[src/rtl/mov_fsm_param_if.sv]
// Bus-control bundle between the MOV sequencer and the datapath.
// master drives opcode/operands; slave (the sequencer) drives enables.
interface mov_fsm_param_if #(
    parameter int DATA_W = 16,
    parameter int OPND_W = 6
);
    logic [3:0]        FSM_start;
    logic [OPND_W-1:0] source;
    logic [OPND_W-1:0] dest;
    logic [OPND_W-1:0] register_rd_addr;
    logic [OPND_W-1:0] register_wr_addr;
    logic              bus_register_out_en;
    logic              bus_register_input_en;
    logic              I0_bus_output_en;
    logic              I0_bus_input_en;
    logic              I1_bus_output_en;
    logic              imm_bus_en;
    logic [DATA_W-1:0] imm_bus_data;
    logic              busy;
    logic              done;
    logic              error;

    modport master (
        output FSM_start, source, dest,
        input  register_rd_addr, register_wr_addr,
        input  bus_register_out_en, bus_register_input_en,
        input  I0_bus_output_en, I0_bus_input_en,
        input  I1_bus_output_en, imm_bus_en, imm_bus_data,
        input  busy, done, error
    );

    modport slave (
        input  FSM_start, source, dest,
        output register_rd_addr, register_wr_addr,
        output bus_register_out_en, bus_register_input_en,
        output I0_bus_output_en, I0_bus_input_en,
        output I1_bus_output_en, imm_bus_en, imm_bus_data,
        output busy, done, error
    );
endinterface

[src/rtl/mov_fsm_param.sv]
// MOV / immediate-MOV sequencer for the single-bus datapath.
// Define SIGN_EXT_EN to sign-extend immediates (default: zero-extend).
module mov_fsm_param #(
    parameter int         DATA_W    = 16,
    parameter int         OPND_W    = 6,
    parameter int         NUM_REGS  = 5,
    parameter logic [3:0] START_MOV = 4'b0111,
    parameter logic [3:0] START_IMM = 4'b1000
) (
    input logic            clock,
    input logic            reset,
    mov_fsm_param_if.slave bus
);
    typedef enum logic [2:0] {
        IDLE, LOAD, DRIVE, WRITE, RELEASE, DONE
    } state_t;

    localparam logic [OPND_W-1:0] CODE_I0 = OPND_W'(NUM_REGS);
    localparam logic [OPND_W-1:0] CODE_I1 = OPND_W'(NUM_REGS + 1);

    state_t            state, state_nx;
    logic [OPND_W-1:0] src_q, dst_q;
    logic              imm_q;
    logic              start_hit, accept;

    logic src_is_reg, src_is_i0, src_is_i1, src_bad;
    logic dst_is_reg, dst_is_i0, dst_bad;

    logic src_reg_q, src_i0_q, src_i1_q, src_imm_q;
    logic dst_reg_q, dst_i0_q, err_q;

    logic [OPND_W-1:0] rd_addr_q, wr_addr_q;
    logic [DATA_W-1:0] imm_data_q, imm_ext;
    logic              fill;
    logic              src_phase, dst_phase;

    assign start_hit = (bus.FSM_start == START_MOV)
                    || (bus.FSM_start == START_IMM);
    // DONE also accepts so back-to-back ops are 5 cycles apart
    assign accept = start_hit && (state == IDLE || state == DONE);

    assign src_is_reg = !imm_q && (src_q < CODE_I0);
    assign src_is_i0  = !imm_q && (src_q == CODE_I0);
    assign src_is_i1  = !imm_q && (src_q == CODE_I1);
    assign src_bad    = !imm_q && (src_q > CODE_I1);
    assign dst_is_reg = dst_q < CODE_I0;
    assign dst_is_i0  = dst_q == CODE_I0;
    assign dst_bad    = dst_q > CODE_I0;

`ifdef SIGN_EXT_EN
    assign fill = src_q[OPND_W-1];
`else
    assign fill = 1'b0;
`endif

    for (genvar i = 0; i < DATA_W; i++) begin : g_ext
        if (i < OPND_W) begin : g_src
            assign imm_ext[i] = src_q[i];
        end else begin : g_fill
            assign imm_ext[i] = fill;
        end
    end

    always_ff @(posedge clock or posedge reset) begin
        if (reset) state <= IDLE;
        else       state <= state_nx;
    end

    always_ff @(posedge clock or posedge reset) begin
        if (reset) begin
            src_q      <= '0;
            dst_q      <= '0;
            imm_q      <= 1'b0;
            src_reg_q  <= 1'b0;
            src_i0_q   <= 1'b0;
            src_i1_q   <= 1'b0;
            src_imm_q  <= 1'b0;
            dst_reg_q  <= 1'b0;
            dst_i0_q   <= 1'b0;
            err_q      <= 1'b0;
            rd_addr_q  <= '0;
            wr_addr_q  <= '0;
            imm_data_q <= '0;
        end else begin
            if (accept) begin
                src_q <= bus.source;
                dst_q <= bus.dest;
                imm_q <= (bus.FSM_start == START_IMM);
            end
            if (state == LOAD) begin
                src_reg_q <= src_is_reg;
                src_i0_q  <= src_is_i0;
                src_i1_q  <= src_is_i1;
                src_imm_q <= imm_q;
                // a bad source suppresses the write as well
                dst_reg_q <= dst_is_reg && !src_bad;
                dst_i0_q  <= dst_is_i0 && !src_bad;
                err_q     <= src_bad || dst_bad;
                if (src_is_reg) rd_addr_q <= src_q;
                if (dst_is_reg) wr_addr_q <= dst_q;
                imm_data_q <= imm_q ? imm_ext : '0;
            end
        end
    end

    always_comb begin
        state_nx  = state;
        src_phase = 1'b0;
        dst_phase = 1'b0;
        unique case (state)
            IDLE:    if (start_hit) state_nx = LOAD;
            LOAD:    state_nx = DRIVE;
            DRIVE: begin
                state_nx  = WRITE;
                src_phase = 1'b1;
            end
            WRITE: begin
                state_nx  = RELEASE;
                src_phase = 1'b1;
                dst_phase = 1'b1;
            end
            RELEASE: state_nx = DONE;
            DONE:    state_nx = start_hit ? LOAD : IDLE;
            default: state_nx = IDLE;
        endcase
    end

    always_comb begin
        bus.bus_register_out_en   = src_phase && src_reg_q;
        bus.I0_bus_output_en      = src_phase && src_i0_q;
        bus.I1_bus_output_en      = src_phase && src_i1_q;
        bus.imm_bus_en            = src_phase && src_imm_q;
        bus.bus_register_input_en = dst_phase && dst_reg_q;
        bus.I0_bus_input_en       = dst_phase && dst_i0_q;
        bus.busy                  = state != IDLE;
        bus.done                  = state == DONE;
        bus.error                 = (state == DONE) && err_q;
    end

    assign bus.register_rd_addr = rd_addr_q;
    assign bus.register_wr_addr = wr_addr_q;
    assign bus.imm_bus_data     = imm_data_q;

    a_bus_excl: assert property (
        @(posedge clock) disable iff (reset)
        $onehot0({bus.bus_register_out_en, bus.I0_bus_output_en,
                  bus.I1_bus_output_en, bus.imm_bus_en})
    );
endmodule

[src/flat_wrapper.sv]
// flat-port wrapper written by rule: the top's interface ports become plain ports
module mov_fsm_param_flat 
#(
    parameter int         DATA_W    = 16,
    parameter int         OPND_W    = 6,
    parameter int         NUM_REGS  = 5,
    parameter logic [3:0] START_MOV = 4'b0111,
    parameter logic [3:0] START_IMM = 4'b1000
)
  (clock, reset, bus_FSM_start, bus_source, bus_dest, bus_register_rd_addr, bus_register_wr_addr, bus_bus_register_out_en, bus_bus_register_input_en, bus_I0_bus_output_en, bus_I0_bus_input_en, bus_I1_bus_output_en, bus_imm_bus_en, bus_imm_bus_data, bus_busy, bus_done, bus_error);
  mov_fsm_param_if #(.DATA_W(DATA_W), .OPND_W(OPND_W)) bus_i ();
  input logic clock;
  input logic reset;
  input wire logic [$bits(bus_i.FSM_start)-1:0] bus_FSM_start;
  input wire logic [$bits(bus_i.source)-1:0] bus_source;
  input wire logic [$bits(bus_i.dest)-1:0] bus_dest;
  output wire logic [$bits(bus_i.register_rd_addr)-1:0] bus_register_rd_addr;
  output wire logic [$bits(bus_i.register_wr_addr)-1:0] bus_register_wr_addr;
  output wire logic [$bits(bus_i.bus_register_out_en)-1:0] bus_bus_register_out_en;
  output wire logic [$bits(bus_i.bus_register_input_en)-1:0] bus_bus_register_input_en;
  output wire logic [$bits(bus_i.I0_bus_output_en)-1:0] bus_I0_bus_output_en;
  output wire logic [$bits(bus_i.I0_bus_input_en)-1:0] bus_I0_bus_input_en;
  output wire logic [$bits(bus_i.I1_bus_output_en)-1:0] bus_I1_bus_output_en;
  output wire logic [$bits(bus_i.imm_bus_en)-1:0] bus_imm_bus_en;
  output wire logic [$bits(bus_i.imm_bus_data)-1:0] bus_imm_bus_data;
  output wire logic [$bits(bus_i.busy)-1:0] bus_busy;
  output wire logic [$bits(bus_i.done)-1:0] bus_done;
  output wire logic [$bits(bus_i.error)-1:0] bus_error;
  assign bus_i.FSM_start = bus_FSM_start;
  assign bus_i.source = bus_source;
  assign bus_i.dest = bus_dest;
  assign bus_register_rd_addr = bus_i.register_rd_addr;
  assign bus_register_wr_addr = bus_i.register_wr_addr;
  assign bus_bus_register_out_en = bus_i.bus_register_out_en;
  assign bus_bus_register_input_en = bus_i.bus_register_input_en;
  assign bus_I0_bus_output_en = bus_i.I0_bus_output_en;
  assign bus_I0_bus_input_en = bus_i.I0_bus_input_en;
  assign bus_I1_bus_output_en = bus_i.I1_bus_output_en;
  assign bus_imm_bus_en = bus_i.imm_bus_en;
  assign bus_imm_bus_data = bus_i.imm_bus_data;
  assign bus_busy = bus_i.busy;
  assign bus_done = bus_i.done;
  assign bus_error = bus_i.error;
  mov_fsm_param #(.DATA_W(DATA_W), .OPND_W(OPND_W), .NUM_REGS(NUM_REGS), .START_MOV(START_MOV), .START_IMM(START_IMM)) u_core (.clock(clock), .reset(reset), .bus(bus_i));
endmodule
[config.mk]
export PLATFORM = sky130hd
export DESIGN_NAME = mov_fsm_param_flat
export DESIGN_NICKNAME = d
export VERILOG_FILES = /design/src/rtl/mov_fsm_param_if.sv /design/src/rtl/mov_fsm_param.sv /design/src/flat_wrapper.sv
export SDC_FILE = /design/constraint.sdc
export NUM_CORES = 1
export LEC_CHECK = 0
export CELL_PAD_IN_SITES_DETAIL_PLACEMENT = 2
export CELL_PAD_IN_SITES_GLOBAL_PLACEMENT = 2
export CORE_ASPECT_RATIO = 1.25
export CORE_UTILIZATION = 29
export DETAILED_ROUTE_END_ITERATION = 8
export PLACE_DENSITY_LB_ADDON = 0.15
export SYNTH_ARGS = -nofsm -noshare
export SYNTH_HDL_FRONTEND = slang
export SYNTH_SLANG_ARGS = --single-unit
[constraint.sdc]
create_clock -name clock -period 1.8 [get_ports clock]
set_input_delay 0.18 -clock clock [delete_from_list [all_inputs] [get_ports clock]]
set_output_delay 0.18 -clock clock [all_outputs]
set_load 0.03 [all_outputs]
After elaboration in Yosys (flattened, before gate mapping)
Cells that the tools add are included.
W data, S select, Z words.
{"block": "word_totals", "register_bits": 51, "latch_bits": 0, "ramBits": 0, "rom_bits": 0, "inputBits": 18, "wordCells": 59, "mem_count": 0}
{"block": "op_classes", "n_addsub": 0, "multipliers": 0, "div_mod_pow": 0, "n_lt_le_gt_ge": 4, "n_eq_ne": 11, "shifts": 0, "mux": 6, "bitwise": 0, "n_reduce_logical": 24}
{"op": "$eq A6 B3 Y1 const B", "n": 3}
{"op": "$pmux W3 S6", "n": 1}
{"op": "$logic_and A1 B1 Y1", "n": 14}
{"op": "$gt A6 B3 Y1 const B", "n": 2}
{"op": "$lt A6 B3 Y1 const B", "n": 2}
{"op": "$eq A3 B2 Y1 const B", "n": 2}
{"op": "$eq A3 B3 Y1 const B", "n": 2}
{"op": "$mux W6", "n": 1}
{"op": "$eq A4 B3 Y1 const B", "n": 1}
{"op": "$eq A4 B4 Y1 const B", "n": 1}
{"op": "$reduce_and A2 Y1", "n": 2}
{"op": "$eq A3 B1 Y1 const B", "n": 1}
{"op": "$logic_not A3 Y1", "n": 1}
{"op": "$logic_or A1 B1 Y1", "n": 3}
{"op": "$mux W1", "n": 3}
{"op": "$mux W3", "n": 1}
{"op": "$reduce_bool A3 Y1", "n": 1}
{"op": "$logic_not A1 Y1", "n": 2}
{"op": "$ne A2 B1 Y1 const B", "n": 1}
{"op": "$reduce_or A2 Y1", "n": 1}

Depth between registers and ports, before layout
Gate-level depths: netlist (run 1).
{"block": "depth", "ltp_word": 4, "depth_mapped": 6, "depth_no_buf": 3}

Least setup slack after synthesis (run 1)
Ideal clock, no wire load.
{"block": "synth_timing", "path_type": "reg2out", "start": "register u_core.state[2]", "end": "output port bus_error", "arrival_time_ns": 1.750, "required_ns": 1.620, "slack_ns": -0.130, "path_stages_with_launch": 5, "cell_sequence": "dfrtp_1 > clkbuf_1 > inv_1 > nor3_1 > and2_1"}
{"block": "synth_between", "elab_chain_cells": 2}
{"item": "start: declaration", "line": "mov_fsm_param.sv:21", "rtl": "state_t state, state_nx;"}
{"item": "start signal: assignment", "line": "mov_fsm_param.sv:66", "rtl": "else state <= state_nx;"}
{"item": "$eq A3 B3 Y1"}
{"item": "via bus_done", "line": "flat_wrapper.sv:27", "rtl": "output wire logic [$bits(bus_i.done)-1:0] bus_done;"}
{"item": "$logic_and A1 B1 Y1", "line": "mov_fsm_param.sv:137", "rtl": "bus.error = (state == DONE) && err_q;"}
{"item": "end: declaration", "line": "flat_wrapper.sv:28", "rtl": "output wire logic [$bits(bus_i.error)-1:0] bus_error;"}
The timed path passes the listed nets, and every way through them passes these cells.

Worst setup path in the final report (run 1)
{"block": "layout_timing", "start": "register u_core.state[2]", "end": "register u_core.dst_q[3]"}
{"block": "layout_between", "elab_chain_cells": 3}
{"item": "$eq A3 B3 Y1 / $logic_not A3 Y1 (equally long branches)", "line": "mov_fsm_param.sv:40", "rtl": "assign accept = start_hit && (state == IDLE || state == DONE);"}
{"item": "$logic_or A1 B1 Y1 (*)", "line": "mov_fsm_param.sv:40"}
{"item": "$logic_and A1 B1 Y1 (*)", "line": "mov_fsm_param.sv:40"}
{"item": "end signal: assignment", "line": "mov_fsm_param.sv:87", "rtl": "dst_q <= bus.dest;"}
{"item": "end: declaration", "line": "mov_fsm_param.sv:22", "rtl": "logic [OPND_W-1:0] src_q, dst_q;"}
Every way passes the cells marked *; elsewhere a longest branch is shown, timed or not.
A chain may end at the register's enable or synchronous reset.

==> results.md, run 1 <==
- Antenna violations before repair: 0
- # DRC: 0
- Seq/Total Area, Yosys: 0.549
- Actual slew at the worst max-slew pin: 548 ps
- Dpl hpwl: 3.58 mm
- Synthesized area per cell: 10.7 um^2
- Crit start category: flop
- Ratio of final minimum period to clock period: 0.944
- Hold buffers post-CTS: 0
- Crit. End Element: flop
- Drt first-iter violations: 31
- Nets: 245
- DR WL/cell: 15.6 um
- CP Launch Point: u_core.state[2]
- Die ar.: 6770 um^2
- Crit path kind: flop to flop
- EDFF count, synth: 0
- Hold Path Class: input port to asynchronous set/reset pin
- CORE AREA: 6210 um^2
- Yosys Warn Count: 0
- Setup Total Neg Slack: 0 ps
- Slew HR: 0.635
- Chip height: 91.8 um
- Final wirelength: 4.89 mm
- Worst r2r src: u_core.state[2]
- # IOs: 55
- Fmax achieved: 0.588 GHz
- Commonest non-fill, non-tap cell in the layout: dfrtp_1
- Number of global-route vias before repair: 1,587
- Maxcap violations: 0
- Clk slew on worst S/H paths: 80 ps
- Synthesis-to-finish area growth: 36.5%
- Post-CTS Setup Inserts: 0
- Vias per cell: 4.53
- Setup Skew: 5.17 ps
- Buffers on Ports: 44
- Cell Pwr Density: 1500 nW/um^2
- Share of cells above drive strength 1: 0.215
- Number of synthesized register bits: 41
- Top_reg_cell synth: dfrtp_1
- Most frequent cells in the layout: dfrtp_1 (40), clkdlybuf4s50_1 (31), nand2_1 (27), buf_4 (18), mux2_2 (14)
- Die W: 73.8 um
- Worst hold slack: 333 ps
- CTS Buf Count: 5
- Mapped Area: 1870 um^2
- Remaining Overflow, GRT: 0
- VDD IR-drop max: 0.000554 V
- H-tree Lvls: 2
- Post-layout min period: 1700 ps
- Status: finished clean
- TritonCTS Sinks: 41
- Post-synth ARST share: 1.00
- First-pass GRT wire length: 8.07 mm
- GRT Util Overall: 0.156
- Routed Antenna Nets: 0
- Clk Tree Root Cell: clkbuf_8
- TritonCTS clock tree: yes
- Clk buf depth: 2
- WP data arrival: 1880 ps
- Slew Limit Fails: 0
- Final GP Congestion: 0.745
- Final instance area: 2550 um^2
- Largest net degree at the start of global routing: 42
- RSZ-0062 raised after global routing: false
- CP Max Fanout: 8
- Router iterations before antenna repair: 4
- Clock latency on the worst-skew pair: 290 ps
- Worst path required time: 1980 ps
- DP Area: 2400 um^2
- Rows: 32
- Fin. Hold Viols: 0
- Cell variety after synth: 39
- P_leak: 1.20 nW
- Starting Density: 0.301
- Cells after Synth: 175
- Ant diodes: 0
- Setup violators final: 0
- Via count: 1,419
## path summary, 6_finish.rpt
check                                            endpoint  slack [ps]  cells after the start
max                                       u_core.dst_q[3]         100                      4
min                        u_core.bus.register_rd_addr[0]         330                      3
max reg2reg                               u_core.dst_q[3]         100                      4
min reg2reg                    u_core.bus.imm_bus_data[3]         470                      2
max in group asynchronous                 u_core.state[2]        1070                      3
min in group clock                           u_core.imm_q         400                      4
## cell type report
type	count	area, um^2
multi-input combinational	117	753
timing repair buffer	57	529
fill	681	3650
inverter	5	18.8
clock buffer	7	86.3
clock inverter	1	30.0
tap	85	106
sequential	41	1030
## routing by layer
| metal | vias up | routed length [um] | global-route usage |
|---|---|---|---|
| met4 | 0 | 65 | 0.0481 |
| met2 | 32 | 2450 | 0.251 |
| li1 | 680 | - | - |
| met1 | 701 | 2180 | 0.205 |
| met3 | 6 | 182 | 0.0352 |
| met5 | - | 0 | 0 |
## through the flow
stage / util / power, W / instances / setup WS, ps
global placement: 0.387 / 0.00299 / 304 / -280
detailed placement: 0.387 / 0.00308 / 304 / -311
CTS: 0.406 / 0.00385 / 312 / 14.2
global route: 0.411 / 0.00407 / 313 / 32.4
finish: 0.411 / 0.00383 / 313 / 100
floorplan: - / 0.00250 / 184 / 137
## critical path, cell delays in order, from the launching register on
cell and delay (ps):
dfrtp_2 480, xor2_1 220, a211oi_4 290, buf_2 250, mux2_2 350
## synthesized netlist by cell type (2+ instances only)
cell type | n | area, um^2
dfrtp_1 | 41 | 1030
nand2_1 | 27 | 101
mux2_2 | 14 | 158
buf_4 | 10 | 75.1
clkbuf_1 | 9 | 33.8
and2_1 | 8 | 50.1
nand3_1 | 8 | 40.0
inv_1 | 5 | 18.8
nor2_1 | 5 | 18.8
a21oi_1 | 4 | 20.0
nor2b_1 | 4 | 25.0
nor3_1 | 4 | 20.0
o21ai_0 | 4 | 20.0
a2bb2oi_1 | 2 | 17.5
and3_1 | 2 | 12.5
nand4b_1 | 2 | 17.5
nor3b_1 | 2 | 15.0
nor4_1 | 2 | 12.5
o31ai_1 | 2 | 15.0
## power by group
part           internal, W  total (W)  switching, W  leakage [nW]
Sequential         0.00123    0.00157      0.000337         0.528
Combinational     0.000660    0.00150      0.000840         0.613
Clock             0.000452   0.000764      0.000312        0.0585
Total              0.00234    0.00383       0.00149          1.20
## sequential cells by signal (all words and copies together) (netlist names)
name and flops:
u_core.err_q 1, u_core.dst_q 6, u_core.state 3, u_core.dst_reg_q 1
u_core.src_reg_q 1, u_core.src_i0_q 1, u_core.src_imm_q 1, u_core.imm_q 1
u_core.bus.register_rd_addr 6, u_core.bus.register_wr_addr 6, u_core.src_i1_q 1, u_core.bus.imm_bus_data 6
u_core.dst_i0_q 1, u_core.src_q 6
## cells by family after synthesis
kind of cell / count (synthesis) / share of synthesized area
AOI/OAI and AO/OA: 22 / 0.0864
buffers and inverters: 26 / 0.0770
and+or+nand+nor: 69 / 0.192
DFF: 41 / 0.549
xor gates and xnor gates: 2 / 0.00937
other: 1 / 0.00201
muxes: 14 / 0.0843
## repair_timing
action | 4_1_cts | 5_1_grt
cloned | 0 | 1
hold endpoints to repair | 0 | 0
endpoints found under the setup margin | 5 | 20
resized for setup | 3 | 8
Note: power is estimated with default switching activity, not from simulation.
==> inputs of run 2 (changes only) <==
==> constraint.sdc (replaced) <==
create_clock -name clock -period 1.8 [get_ports clock]
set_input_delay 0.18 -clock clock [delete_from_list [all_inputs] [get_ports clock]]
set_output_delay 0.18 -clock clock [all_outputs]
set_load 0.01 [all_outputs]
==> run 2 against run 1 <==
Compared with the run above:
- sequential power hardly changed
- first-iteration DRC count is 13% higher
- cell area is 2.5% higher
- core utilization is 1.0 points higher
- die area stayed put
- power is 5.4% lower
- critical endpoint unchanged
- clock-buffer cell count is 2 lower
- final cell count is 1.9% higher
- hold slack worse by 19 ps
- global-route usage is 0.63 points higher
- routed wire length is 3.6% higher
- sequential share of layout area is 0.93 points lower
==> results.md, run 2 (synthesis gave the netlist of run 1 again) <==
- Final instance area: 2620 um^2
- Remaining Overflow, GRT: 0
- Maxcap violations: 0
- Drt first-iter violations: 35
- Status: finished clean
- Vias per cell: 4.53
- Layout fillers: 658
- CORE AREA: 6210 um^2
- Seq. cell area: 1030 um^2
- RSZ-0062 raised after global routing: true
- Starting Density: 0.301
- Largest net degree at the start of global routing: 42
- Clk Tree Root Cell: clkbuf_8
- Die ar.: 6770 um^2
- Final core utilization: 0.421
- Most frequent cells in the layout: dfrtp_1 (39), clkdlybuf4s50_1 (32), nand2_1 (27), buf_4 (18), mux2_2 (14)
- CP Cell Sequence: buf_4, xor2_1, a211oi_4, buf_4, mux2_2
- Commonest non-fill, non-tap cell in the layout: dfrtp_1
- Dpl hpwl: 3.71 mm
- Hold Path Class: input port to asynchronous set/reset pin
- Antenna violations before repair: 0
- DR WL/cell: 15.9 um
- Setup Skew: 6.98 ps
- Actual slew at the worst max-slew pin: 535 ps
- Fin. Hold Viols: 0
- # IOs: 55
- Final GP Congestion: 0.756
- Post-layout min period: 1750 ps
- Die W: 73.8 um
- Slew HR: 0.643
- P_leak: 1.30 nW
- H-tree Lvls: 2
- Crit path kind: flop to flop
- Clk slew on worst S/H paths: 90 ps
- DP Area: 2420 um^2
- Chip height: 91.8 um
- First-pass GRT wire length: 8.24 mm
- Buffers on Ports: 44
- Final wirelength: 5.07 mm
- Cell mode on critical path: buf_4
- Number of global-route vias before repair: 1,647
- CP Max Fanout: 6
- Router iterations before antenna repair: 3
- Slew Limit Fails: 0
- Slowest stage delay, CP: 450 ps
- Cell Pwr Density: 1390 nW/um^2
- Share of cells above drive strength 1: 0.218
- Non-filler cells in the finished layout: 319
- VDD IR-drop max: 0.000485 V
- Slowest stage cell, crit path: dfrtp_2
- TritonCTS Sinks: 41
- Via count: 1,444
- Fmax achieved: 0.571 GHz
- Rows: 32
- Ant diodes: 0
- Setup violators final: 0
- CTS Buf Count: 5
- Worst hold slack: 315 ps
- Synthesis-to-finish area growth: 39.9%
- Area of the multi-input gates: 769 um^2
- TritonCTS clock tree: yes
- Clk buf depth: 2
- # DRC: 0
- Clock latency on the worst-skew pair: 300 ps
- Ratio of final minimum period to clock period: 0.973
- Crit. End Element: flop
- GRT Util Overall: 0.162
- Nets: 251
- Crit start category: flop
- Routed Antenna Nets: 0
- Post-Place Cells: 305
- WP data arrival: 1930 ps
- Worst path required time: 1980 ps
==> run 2: critical path: cells and delay by family (launching register included) <==
kind	cells	cell delay, ps
flip-flops	1	450
buffers and inverters	2	380
multiplexers	1	340
AO/OA/AOI/OAI	1	290
XOR/XNOR	1	190
==> run 2: final cells by class <==
cell class	count	area share
clock inverters	3	0.00670
well taps	85	0.0407
multi-input cells	117	0.294
repair buffers	63	0.232
flip-flops and latches	41	0.393
clock buffers	5	0.0263
inverters	5	0.00718
==> run 2: worst paths after layout <==
| path | startpoint | endpoint | slack, ps | depth (start not counted) |
|---|---|---|---|---|
| min in group clock | bus_FSM_start[0] | u_core.imm_q | 390 | 4 |
| worst max-delay path | u_core.state[2] | u_core.dst_q[3] | 50 | 5 |
| worst max register to register | u_core.state[2] | u_core.dst_q[3] | 50 | 5 |
| max in group asynchronous | reset | u_core.state[1] | 1100 | 3 |
| worst min register to register | u_core.src_i0_q | u_core.src_i0_q | 470 | 2 |
| worst min-delay path | reset | u_core.bus.register_rd_addr[4] | 310 | 3 |
==> run 2: timing repair <==
item                       CTS  global route
resized for setup           10            15
cloned                       0             1
buffers inserted             4             1
setup endpoints to repair   19            20
hold buffers                 0             0
pin swaps                    0             0
==> run 2: metrics by stage <==
step                      TNS, ps  power, W  setup slack [ps]
after detailed placement    -3840   0.00290              -331
after floorplan                 0   0.00229               137
after global placement      -3330   0.00279              -279
after CTS                       0   0.00362              3.48
after global routing        -1.44   0.00388             -1.44
final                           0   0.00362              49.2
==> run 2: layer usage <==
layer  vias up  track usage  share of wire
met5         -            0              0
met4         0       0.0481          0.015
met3         6       0.0374          0.038
met2        33        0.284           0.54
met1       715        0.193           0.41
li1        690            -              -
==> run 2: power by group <==
group | leakage, nW | internal [W] | switching [W]
clock network | 0.0439 | 0.000268 | 0.000339
registers | 0.527 | 0.00123 | 0.000313
logic | 0.726 | 0.000774 | 0.000700
